<file path="src/rtl/mem_arbiter.sv">
// Round-robin arbiter that shares one synchronous-read word memory between two
// picorv32-style native-interface masters, one transaction in flight at a time.
module mem_arbiter #(
  parameter int WORDS     = 32,
  parameter int ADDR_BITS = 5
) (
  input  logic                 clk,
  input  logic                 reset,
  input  logic                 m0_valid,
  input  logic [31:0]          m0_addr,
  input  logic [31:0]          m0_wdata,
  input  logic [3:0]           m0_wstrb,
  output logic                 m0_ready,
  output logic [31:0]          m0_rdata,
  input  logic                 m1_valid,
  input  logic [31:0]          m1_addr,
  input  logic [31:0]          m1_wdata,
  input  logic [3:0]           m1_wstrb,
  output logic                 m1_ready,
  output logic [31:0]          m1_rdata,
  output logic [3:0]           mem_wen,
  output logic [ADDR_BITS-1:0] mem_addr,
  output logic [31:0]          mem_wdata,
  input  logic [31:0]          mem_rdata,
  output logic                 oob_err,
  output logic [1:0]           dbg_state
);

  // Handshake: a master raises valid and holds addr/wdata/wstrb stable until it
  // sees ready=1 for exactly one cycle; ready never depends on valid combinationally.

  typedef enum logic [1:0] {
    IDLE   = 2'd0,
    ACCESS = 2'd1,
    RESP   = 2'd2
  } state_e;

  state_e               state_q, state_d;
  logic                 owner_q, owner_d;
  logic                 last_q, last_d;
  logic                 oob_q, oob_d;
  logic [3:0]           mem_wen_q, mem_wen_d;
  logic [ADDR_BITS-1:0] mem_addr_q, mem_addr_d;
  logic [31:0]          mem_wdata_q, mem_wdata_d;

  logic                 win;
  logic [31:0]          win_addr;
  logic [31:0]          win_wdata;
  logic [3:0]           win_wstrb;
  logic                 win_oob;
  logic                 unused_addr_bits;

  // Word addressing drops the byte offset.
  assign unused_addr_bits = ^{m0_addr[1:0], m1_addr[1:0], WORDS[0]};

  always_comb begin
    // On a tie the port that did not win last time is chosen.
    if (m0_valid && m1_valid) win = ~last_q;
    else                      win = m1_valid;
    win_addr  = win ? m1_addr  : m0_addr;
    win_wdata = win ? m1_wdata : m0_wdata;
    win_wstrb = win ? m1_wstrb : m0_wstrb;
    win_oob   = (win_addr[31:ADDR_BITS+2] != '0);
  end

  always_comb begin
    state_d     = state_q;
    owner_d     = owner_q;
    last_d      = last_q;
    oob_d       = oob_q;
    mem_wen_d   = 4'b0000;
    mem_addr_d  = mem_addr_q;
    mem_wdata_d = mem_wdata_q;
    case (state_q)
      IDLE: begin
        if (m0_valid || m1_valid) begin
          state_d     = ACCESS;
          owner_d     = win;
          last_d      = win;
          oob_d       = win_oob;
          mem_addr_d  = win_addr[ADDR_BITS+1:2];
          mem_wdata_d = win_wdata;
          mem_wen_d   = win_oob ? 4'b0000 : win_wstrb;
        end
      end
      ACCESS:  state_d = RESP;
      RESP:    state_d = IDLE;
      default: state_d = IDLE;
    endcase
  end

  always_ff @(posedge clk) begin
    if (reset) begin
      state_q     <= IDLE;
      owner_q     <= 1'b0;
      last_q      <= 1'b1;
      oob_q       <= 1'b0;
      mem_wen_q   <= 4'b0000;
      mem_addr_q  <= '0;
      mem_wdata_q <= 32'd0;
    end else begin
      state_q     <= state_d;
      owner_q     <= owner_d;
      last_q      <= last_d;
      oob_q       <= oob_d;
      mem_wen_q   <= mem_wen_d;
      mem_addr_q  <= mem_addr_d;
      mem_wdata_q <= mem_wdata_d;
    end
  end

  logic        resp;
  logic [31:0] resp_data;

  always_comb begin
    resp      = (state_q == RESP);
    resp_data = oob_q ? 32'd0 : mem_rdata;
    m0_ready  = resp && !owner_q;
    m1_ready  = resp && owner_q;
    m0_rdata  = m0_ready ? resp_data : 32'd0;
    m1_rdata  = m1_ready ? resp_data : 32'd0;
    oob_err   = resp && oob_q;
  end

  assign mem_wen   = mem_wen_q;
  assign mem_addr  = mem_addr_q;
  assign mem_wdata = mem_wdata_q;
  assign dbg_state = state_q;

endmodule

</file>
<file path="config.mk">
export PLATFORM = sky130hd
export DESIGN_NAME = mem_arbiter
export DESIGN_NICKNAME = d
export VERILOG_FILES = /design/src/rtl/mem_arbiter.sv
export SDC_FILE = /design/constraint.sdc
export NUM_CORES = 1
export LEC_CHECK = 0
export BUFFER_PORTS_ARGS = -buffer_cell sky130_fd_sc_hd__buf_2
export CORE_AREA = 2 2 110 112
export DETAILED_ROUTE_END_ITERATION = 10
export DIE_AREA = 0 0 112 114
export PLACE_DENSITY = 0.61
export SLEW_MARGIN = 20
export SYNTH_ARGS = -nofsm -noshare
export SYNTH_HDL_FRONTEND = slang
export SYNTH_SLANG_ARGS = --single-unit
</file>
<file path="constraint.sdc">
create_clock -name clk -period 1.2 [get_ports clk]
set_input_delay 0.06 -clock clk [delete_from_list [all_inputs] [get_ports clk]]
set_output_delay 0.06 -clock clk [all_outputs]
set_load 0.005 [all_outputs]
</file>
==> flow_summary.yaml, run 1 <==
cts:
  clock_latency_ps: 290
  cts.sinks: 46
  cts.htree.levels: 2
  clk_pin_slew_ps: 70
  cts_buffers: 5
  cts_buffer_depth: 2
  cts_tree: "yes"
  cts-root-buf: "clkbuf_16"
detailed_routing:
  drt_iter0_markers: 99
  via_per_inst: 4.51
  routed_wl_um: 11200
  drc: 0
  vias: 3551
  ant_nets: 0
  wl_per_cell_um: 14.2
  dr.pass1.iters: 4
global_route:
  grt_pass1_wl_um: 17000
  grt_pass1_vias: 3529
  grt_max_degree: 35
  track_usage_pct: 16.5
  grt.overflow.total: 0
  antenna_found_initial: 1
power:
  power_frac_clock_pct: 27.1
  ir_drop_uv: 745
  sw_frac_of_total_pct: 30.4
  combPwrFrac_pct: 38.9
  p_leak_nw: 2.73
  seq_power_share_pct: 34.0
  p_int_mw: 3.68
  p_switching_mw: 1.60
  p_per_area_nw_per_um2: 970
timing:
  rsz0062_at_grt: "yes"
  fin_skew_ps: 5.97
  post-route-min-period_ps: 1410
  setup_viol: 107
  fin_ws_ps: -209
  relSlewSlack_pct: 70.8
  finalMaxSlewViolations: 0
  period_share_pct: 117
  tightest_slew_ps: 438
  clock.fmax_mhz: 710
  hold_violations: 0
placed_design:
  dp_cells: 749
  placed_cell_area_um2: 4350
  dpl.hpwl_um: 7980
  io_buffers: 277
  gp_congestion: 0.783
  pre_cts_ws_ps: -114
synth:
  synth-edff-count: 0
  synthCells: 328
  synth_warnings: 0
  netlist_area_um2: 2700
  ys_async_sr_fraction_pct: 0
  ys_seq_area_share_pct: 34.1
  synth_cell_types: 29
  synthFlopType: "dfxtp_1"
  synth_nets: 500
  synth_seq_cells: 46
  synth_area_per_cell_um2: 8.23
setup_path:
  worst_ep_required_time_ps: 1140
  ff2ff_path_depth: 8
  path_class: "reg -> out"
  crit_path_end_kind: "output pin"
  r2r-start: "dbg_state[0]"
  cp-start-kind: "register"
  crit_arrival_ps: 1350
  reg2reg_to: "mem_addr[3]"
  endpoint: "m0_rdata[28]"
  r2r_setup_slack_ps: -200
  cp-startpoint: "dbg_state[0]"
  cp_max_fo: 17
die:
  core_um2: 11700
  num_rows: 40
  die_width_um: 112
  die_area_um2: 12800
  io_pins: 282
  start_util_pct: 23.0
  fp.dieH_um: 114
layout:
  post-route-util_pct: 46.5
  syn2layout_area_growth_pct: 102
  nets: 810
  drive_above_1_share_pct: 69.0
  finalNonFillerCells: 787
  stdcell_area_um2: 5440
min_path:
  hp-class: "in -> reg"
outcome:
  status: "complete, but fails checks"
  violations: "setup timing"
run:
  maxCapViolations: 0
## Yosys cell counts (all sizes together) (2+ instances only)
cell type | instances | area, um2
nor2 | 105 | 402
dfxtp | 46 | 921
mux2i | 41 | 410
a211oi | 37 | 278
nand2b | 34 | 213
clkbuf | 16 | 60.1
buf | 12 | 133
nor4 | 10 | 83.8
nor3 | 6 | 30.0
nand4 | 3 | 18.8
inv | 2 | 7.51
nand2 | 2 | 7.51
nor2b | 2 | 12.5
nor3b | 2 | 15.0
## sequential cells by signal, summed over array words and instances (netlist names)
signal	flops
oob_q	1
owner_q	1
mem_wen	4
mem_wdata	32
dbg_state	2
last_q	1
mem_addr	5
## how the worst min path moves through the flow
stage / start / end / slack, ps / cells after the start
6_report: m1_wstrb[0] / mem_wen[0] / 90 / 3
5_1_grt: m1_wstrb[0] / mem_wen[0] / 110 / 3
3_5_place_dp: m1_wstrb[0] / mem_wen[0] / 360 / 3
3_3_place_gp: m0_wstrb[0] / mem_wen[0] / 350 / 3
4_1_cts: m1_wstrb[0] / mem_wen[0] / 90 / 3
2_1_floorplan: mem_rdata[0] / m1_rdata[0] / 230 / 2
## per-stage QoR
step	setup TNS (ps)	total power, mW	hold WS (ps)
floorplan	-810	2.50	231
global placement	-1430	3.14	353
detailed placement	-2930	3.17	356
CTS	-16350	5.30	89.6
global route	-23590	5.53	112
finish	-15450	5.28	87.6
## cell usage in the layout (no fill, tap or decap), types with 2 or more instances in the layout
cell / instances
buf_8: 7
nor2_4: 2
buf_4: 13
clkbuf_16: 5
buf_16: 5
nor3_2: 4
nand2_1: 2
nor3_1: 2
nand2b_4: 2
nand2b_1: 32
a211oi_1: 4
mux2i_4: 5
nand4_1: 3
nor2_2: 31
nor2_1: 72
dfxtp_1: 43
buf_6: 16
dfxtp_2: 2
buf_12: 14
nor4_1: 8
mux2i_1: 25
a211oi_2: 33
mux2i_2: 11
inv_2: 3
buf_2: 276
## area by class of cell
class | count | area [um2]
well taps | 147 | 184
inverters | 3 | 11.3
multi-input cells | 251 | 1980
flip-flops and latches | 46 | 927
repair buffers | 331 | 2180
clock inverters | 2 | 12.5
fillers | 1114 | 6270
clock buffers | 6 | 139
diodes | 1 | 2.50
## critical path: stages (launching register included)
cell and delay (ps):
dfxtp_4 360, nor2b_4 120, buf_6 110, nand2b_4 80
buf_12 160, nor2_1 100, buf_2 120
## cells by family (layout without fill, tap and decap cells)
| kind of cell | Yosys count | count (layout) | share of synthesized area (%) |
|---|---|---|---|
| flip-flops | 46 | 46 | 34.1 |
| multiplexers | 41 | 41 | 15.2 |
| other | 0 | 1 | 0 |
| AND/OR/NAND/NOR | 166 | 166 | 30.1 |
| AO/OA/AOI/OAI | 44 | 44 | 13.0 |
| buffers and inverters | 31 | 342 | 7.56 |
## layer usage
metal	GRT usage, %	up-vias	wire, um
met5	0	-	0
met4	4.23	0	149
met3	3.24	12	724
met2	32.5	165	6030
met1	18.1	1629	4260
li1	-	1745	-
## repair_timing
item / in CTS / in global routing
hold buffers: 0 / 0
resized for setup: 102 / 41
pin swaps: 42 / 9
gates cloned: 9 / 0
setup endpoints to repair: 109 / 111
setup buffers: 24 / 4
## power by group through the flow
stage               Clock, mW  Combinational, mW  Sequential (mW)
floorplan                   0              0.678             1.82
global placement            0               1.32             1.81
detailed placement          0               1.35             1.81
CTS                      1.45               2.06             1.79
global route             1.51               2.21             1.81
finish                   1.43               2.05             1.80
(Power assumes the default switching activity.)
==> run 2, diff against run 1 <==
Settings changed: HOLD_SLACK_MARGIN set to 0.12.
==> run 2 against run 1 <==
Against the previous run: the flow still finishes with violations (setup timing); power up 0.54%; global-route usage up 0.067 points; utilization up 0.76 points; sequential share of layout area down 0.27 points; maximum frequency about the same; clock power about the same; critical path depth unchanged; cell area up 1.6%; sequential power about the same; first-iteration DRC count down 19%; cell count up 1.0%; highest routed layer unchanged.
==> flow_summary.yaml, run 2 (same netlist as run 1, synthesis figures left out) <==
outcome:
  status: "complete, but fails checks"
  violations: "setup timing"
layout:
  drive_above_1_share_pct: 68.9
  final_cell_mix: "276 x buf_2, 71 x nor2_1, 43 x dfxtp_1"
  syn2layout_area_growth_pct: 105
  largest_reg_flops: 32
  nets: 818
  final_common_cell: "buf_2"
  post-route-util_pct: 47.2
  seq_area_um2: 927
  multi_input_area_um2: 2000
  fillers: 1092
  stdcell_area_um2: 5530
setup_path:
  cp_max_fo: 17
  path_class: "reg -> out"
  cp-start-kind: "register"
  path_cells: "nor2b_4, buf_6, nand2b_4, buf_12, nor2_1, buf_2"
  ff2ff_path_depth: 8
  crit_slowest_cell: "dfxtp_4"
  crit_arrival_ps: 1350
  worst_ep_required_time_ps: 1140
  cpPeakStageDelay_ps: 360
  crit_path_end_kind: "output pin"
placed_design:
  io_buffers: 277
  placed_cell_area_um2: 4350
  dpl.hpwl_um: 7980
  gp_congestion: 0.783
  pre_cts_ws_ps: -114
timing:
  hold_violations: 0
  finalMaxSlewViolations: 0
  period_share_pct: 117
  clock.fmax_mhz: 710
  post-route-min-period_ps: 1410
  fin_setup_tns_ps: -15570
  rsz0062_at_grt: "yes"
  fin_ws_ps: -209
  relSlewSlack_pct: 69.8
  tightest_slew_ps: 454
  setup_viol: 108
  fin_skew_ps: 5.62
run:
  maxCapViolations: 0
detailed_routing:
  vias: 3560
  dr.pass1.iters: 4
  wl_per_cell_um: 14.1
  routed_wl_um: 11200
  ant_nets: 0
  drt_iter0_markers: 80
  via_per_inst: 4.48
  drc: 0
power:
  p_leak_nw: 2.77
  total_power_mw: 5.31
  p_per_area_nw_per_um2: 960
  ir_drop_uv: 747
cts:
  clk_pin_slew_ps: 70
  cts_buffers: 5
  clock_latency_ps: 290
  cts_tree: "yes"
  cts_buffer_depth: 2
  cts.sinks: 46
  cts.htree.levels: 2
  cts-root-buf: "clkbuf_16"
global_route:
  antenna_found_initial: 1
  grt_max_degree: 35
  grt.busiest_layer: "met2"
  grt_pass1_vias: 3572
  grt.overflow.total: 0
  grt_pass1_wl_um: 17100
  use_met3_pct: 3.24
  grt.met1_usage_pct: 18.1
  track_usage_pct: 16.6
  gr-usage-met2_pct: 32.8
die:
  die_area_um2: 12800
  num_rows: 40
  io_pins: 282
  die_width_um: 112
  start_util_pct: 23.0
  core_um2: 11700
  fp.dieH_um: 114
min_path:
  hp-class: "in -> reg"
  hold_depth: 3
[run 2: changes by cell type in the layout (fill, tap and decap cells not counted), sizes merged]
cell	before	now
dlygate4sd3	0	8
[run 2: report_power, final]
group          switching, mW  total (mW)  internal, mW
clock                  0.603        1.43         0.826
sequential             0.107        1.80          1.69
combinational          0.902        2.08          1.18
[run 2: critical path, delay by kind of cell, from the launching register on]
family	cells	cell delay, ps
flops	1	360
simple gates	3	300
buf+inv	3	390
[run 2: layout make-up]
type	count	share of cell area (%)
sequential	46	16.8
antenna	1	0.0452
clock buffer	6	2.51
timing repair buffer	339	40.8
tap	147	3.33
inverter	3	0.204
clock inverter	2	0.226
multi-input combinational	251	36.2
[run 2: worst paths after layout]
kind | to | from | slack, ps
worst min-delay path | mem_wen[3] | m1_wstrb[3] | 120
worst min register to register | mem_wdata[3] | mem_wdata[3] | 490
worst max register to register | mem_addr[3] | dbg_state[0] | -210
worst max-delay path | m0_rdata[28] | dbg_state[0] | -210
[run 2: metrics by stage]
step / instances / hold slack (ps)
after floorplan: 328 / 231
after global placement: 749 / 353
after detailed placement: 749 / 356
after CTS: 796 / 123
after global routing: 795 / 132
final: 795 / 115
[run 2: timing repair]
action | 4_1_cts | 5_1_grt
resized for setup | 102 | 49
cloned | 9 | 0
pin swaps | 42 | 10
hold buffers | 8 | 0
endpoints found under the hold margin | 4 | 0
setup buffers | 24 | 5
endpoints found under the setup margin | 109 | 111
[run 2: metal layers]
layer,wire length [um],vias to the layer above
met5,0,-
met4,142,0
met3,741,9
met2,6080,169
met1,4290,1623
li1,-,1759
==> run 3, diff against run 2 <==
Settings changed: ABC_AREA set to 1, CORE_AREA 2 2 110 112 to 2 2 108 110, DIE_AREA 0 0 112 114 to 0 0 110 112, PLACE_DENSITY 0.61 to 0.63.
==> run 3 against run 2 <==
Against the previous run: the run still ends with setup timing left; synthesized cell count increased by 35%; first-iteration DRC count rose to 2.7 times the previous value; cell count is 20% higher; wire length up 9.9%; sequential share of layout area fell by 1.3 points; clock skew up 4.9 ps; register-to-register slack hardly changed; synthesized area rose by 2.0%; clock power is essentially flat; combinational power fell by 13%; critical path type unchanged; largest cell class unchanged; highest routed layer unchanged.
==> flow_summary.yaml, run 3 <==
global_route:
  track_usage_pct: 18.5
  grt_pass1_vias: 4063
  antenna_found_initial: 0
  grt_max_degree: 65
  grt_pass1_wl_um: 18400
  grt.overflow.total: 0
die:
  start_util_pct: 24.6
  core_um2: 11200
  die_area_um2: 12300
  num_rows: 39
  io_pins: 282
  fp.dieH_um: 112
  die_width_um: 110
power:
  ir_drop_uv: 533
  p_per_area_nw_per_um2: 836
  p_leak_nw: 3.27
layout:
  syn2layout_area_growth_pct: 119
  drive_above_1_share_pct: 50.1
  final_common_cell: "buf_2"
  nets: 982
  largest_reg_flops: 32
  final_cell_mix: "276 x buf_2, 109 x nand2_1, 83 x dlygate4sd3_1"
  antenna_cells: 0
timing:
  setup_viol: 111
  post-route-min-period_ps: 1460
  hold_violations: 0
  period_share_pct: 121
  clock.fmax_mhz: 686
  tightest_slew_ps: 411
  fin_hold_ws_ps: 290
  relSlewSlack_pct: 72.6
  fin_ws_ps: -258
  fin_skew_ps: 10.6
  rsz0062_at_grt: "yes"
  fin_setup_tns_ps: -19640
  finalMaxSlewViolations: 0
placed_design:
  io_buffers: 277
  pre_cts_ws_ps: -108
  dpl.hpwl_um: 7770
  gp_congestion: 0.771
detailed_routing:
  dr.pass1.iters: 4
  routed_wl_um: 12400
  vias: 4318
  ant_nets: 0
  drc: 0
  wl_per_cell_um: 13.0
  via_per_inst: 4.53
  drt_iter0_markers: 215
synth:
  synth_seq_cells: 46
  ys_seq_area_share_pct: 33.4
  synthFlopType: "dfxtp_1"
  netlist.area_leader.share_pct: 33.4
  synth_commonest_cells: "113 x nand2_1, 68 x inv_1, 66 x nor3_1"
  synth_area_per_cell_um2: 6.22
  synthCells: 443
  yosys-top-cells-area: "dfxtp_1 33%, nand2_1 15%, nor3_1 12%"
  synth_warnings: 0
  synth_nets: 615
  yosysTopAreaCell: "dfxtp_1"
  netlist_area_um2: 2750
  synth_most_common_cell: "nand2_1"
  synth-edff-count: 0
  ys_async_sr_fraction_pct: 0
  synth_cell_types: 21
cts:
  cts_tree: "yes"
  cts_buffer_depth: 2
  clock_latency_ps: 290
  cts.htree.levels: 2
  cts-root-buf: "clkbuf_16"
  cts_buffers: 5
  cts.sinks: 46
  clk_pin_slew_ps: 60
setup_path:
  crit_path_end_kind: "output pin"
  worst_ep_required_time_ps: 1140
  path_class: "reg -> out"
  cp-start-kind: "register"
  cp_max_fo: 16
  crit_arrival_ps: 1400
outcome:
  status: "complete, but fails checks"
  violations: "setup timing"
min_path:
  hp-class: "in -> reg"
run:
  maxCapViolations: 0
-- run 3: cell types whose count changed after synthesis, sizes merged, moves of 37 or more --
cell | before | now
a211oi | 37 | 0
a31oi | 0 | 37
inv | 2 | 70
mux2i | 41 | 0
nand2 | 2 | 114
nor2 | 105 | 31
nor3 | 6 | 66
o21ai | 1 | 38
-- run 3: cell families after synthesis --
| group | synth area share, % |
|---|---|
| buffers and inverters | 16.8 |
| and+or+nand+nor | 34.1 |
| AOI/OAI and AO/OA | 15.7 |
| DFF | 33.4 |
-- run 3: repair_timing --
item                                   in CTS  in global routing
resized for setup                          66                 61
endpoints found under the hold margin      44                  0
hold buffers                               83                  0
pin swaps                                   3                  3
setup buffers                               6                  4
gates cloned                                5                  2
setup endpoints to repair                 109                112
-- run 3: critical path, stage by stage, from the launching register on --
cell     delay (ps)
dfxtp_2         320
inv_2            70
nand2_4          70
nor2_4          110
inv_4            60
buf_12          160
nor3_1          160
buf_2           150
-- run 3: power breakdown --
| group | switching, mW | internal, mW |
|---|---|---|
| Sequential | 0.0925 | 1.69 |
| Clock | 0.657 | 0.795 |
| Combinational | 0.862 | 0.939 |
-- run 3: worst paths after layout --
kind	slack, ps	cells after the start	end	start
worst max-delay path	-260	7	m0_rdata[20]	dbg_state[0]
worst min-delay path	290	7	oob_q	m1_addr[31]
worst max register to register	-200	6	mem_wdata[21]	dbg_state[0]
worst min register to register	460	1	dbg_state[1]	dbg_state[1]
-- run 3: layout make-up --
cell class              count  area, um2
flip-flops and latches     46        931
repair buffers            393       2720
inverters                  70        270
clock buffers               5        125
multi-input cells         294       1770
fillers                   999       5150
well taps                 143        179
clock inverters             3       27.5
-- run 3: layer usage --
layer  vias to the layer above  part of all wire, %  global-route usage, %
li1                       2152                    -                      -
met1                      1920                   38                   20.2
met2                       216                   51                   33.9
met3                        30                  8.3                   3.81
met4                         0                  2.4                   7.26
met5                         -                    0                      0
-- run 3: per-stage QoR --
| step | power (mW) | area, um2 | std cells | util, % |
|---|---|---|---|---|
| after floorplan | 2.44 | 2750 | 443 | - |
| after global placement | 3.03 | 4340 | 846 | 38.8 |
| after detailed placement | 3.04 | 4340 | 846 | 38.8 |
| after CTS | 4.91 | 5710 | 948 | 51.1 |
| after global routing | 5.30 | 6030 | 954 | 53.9 |
| final | 5.04 | 6030 | 954 | 53.9 |
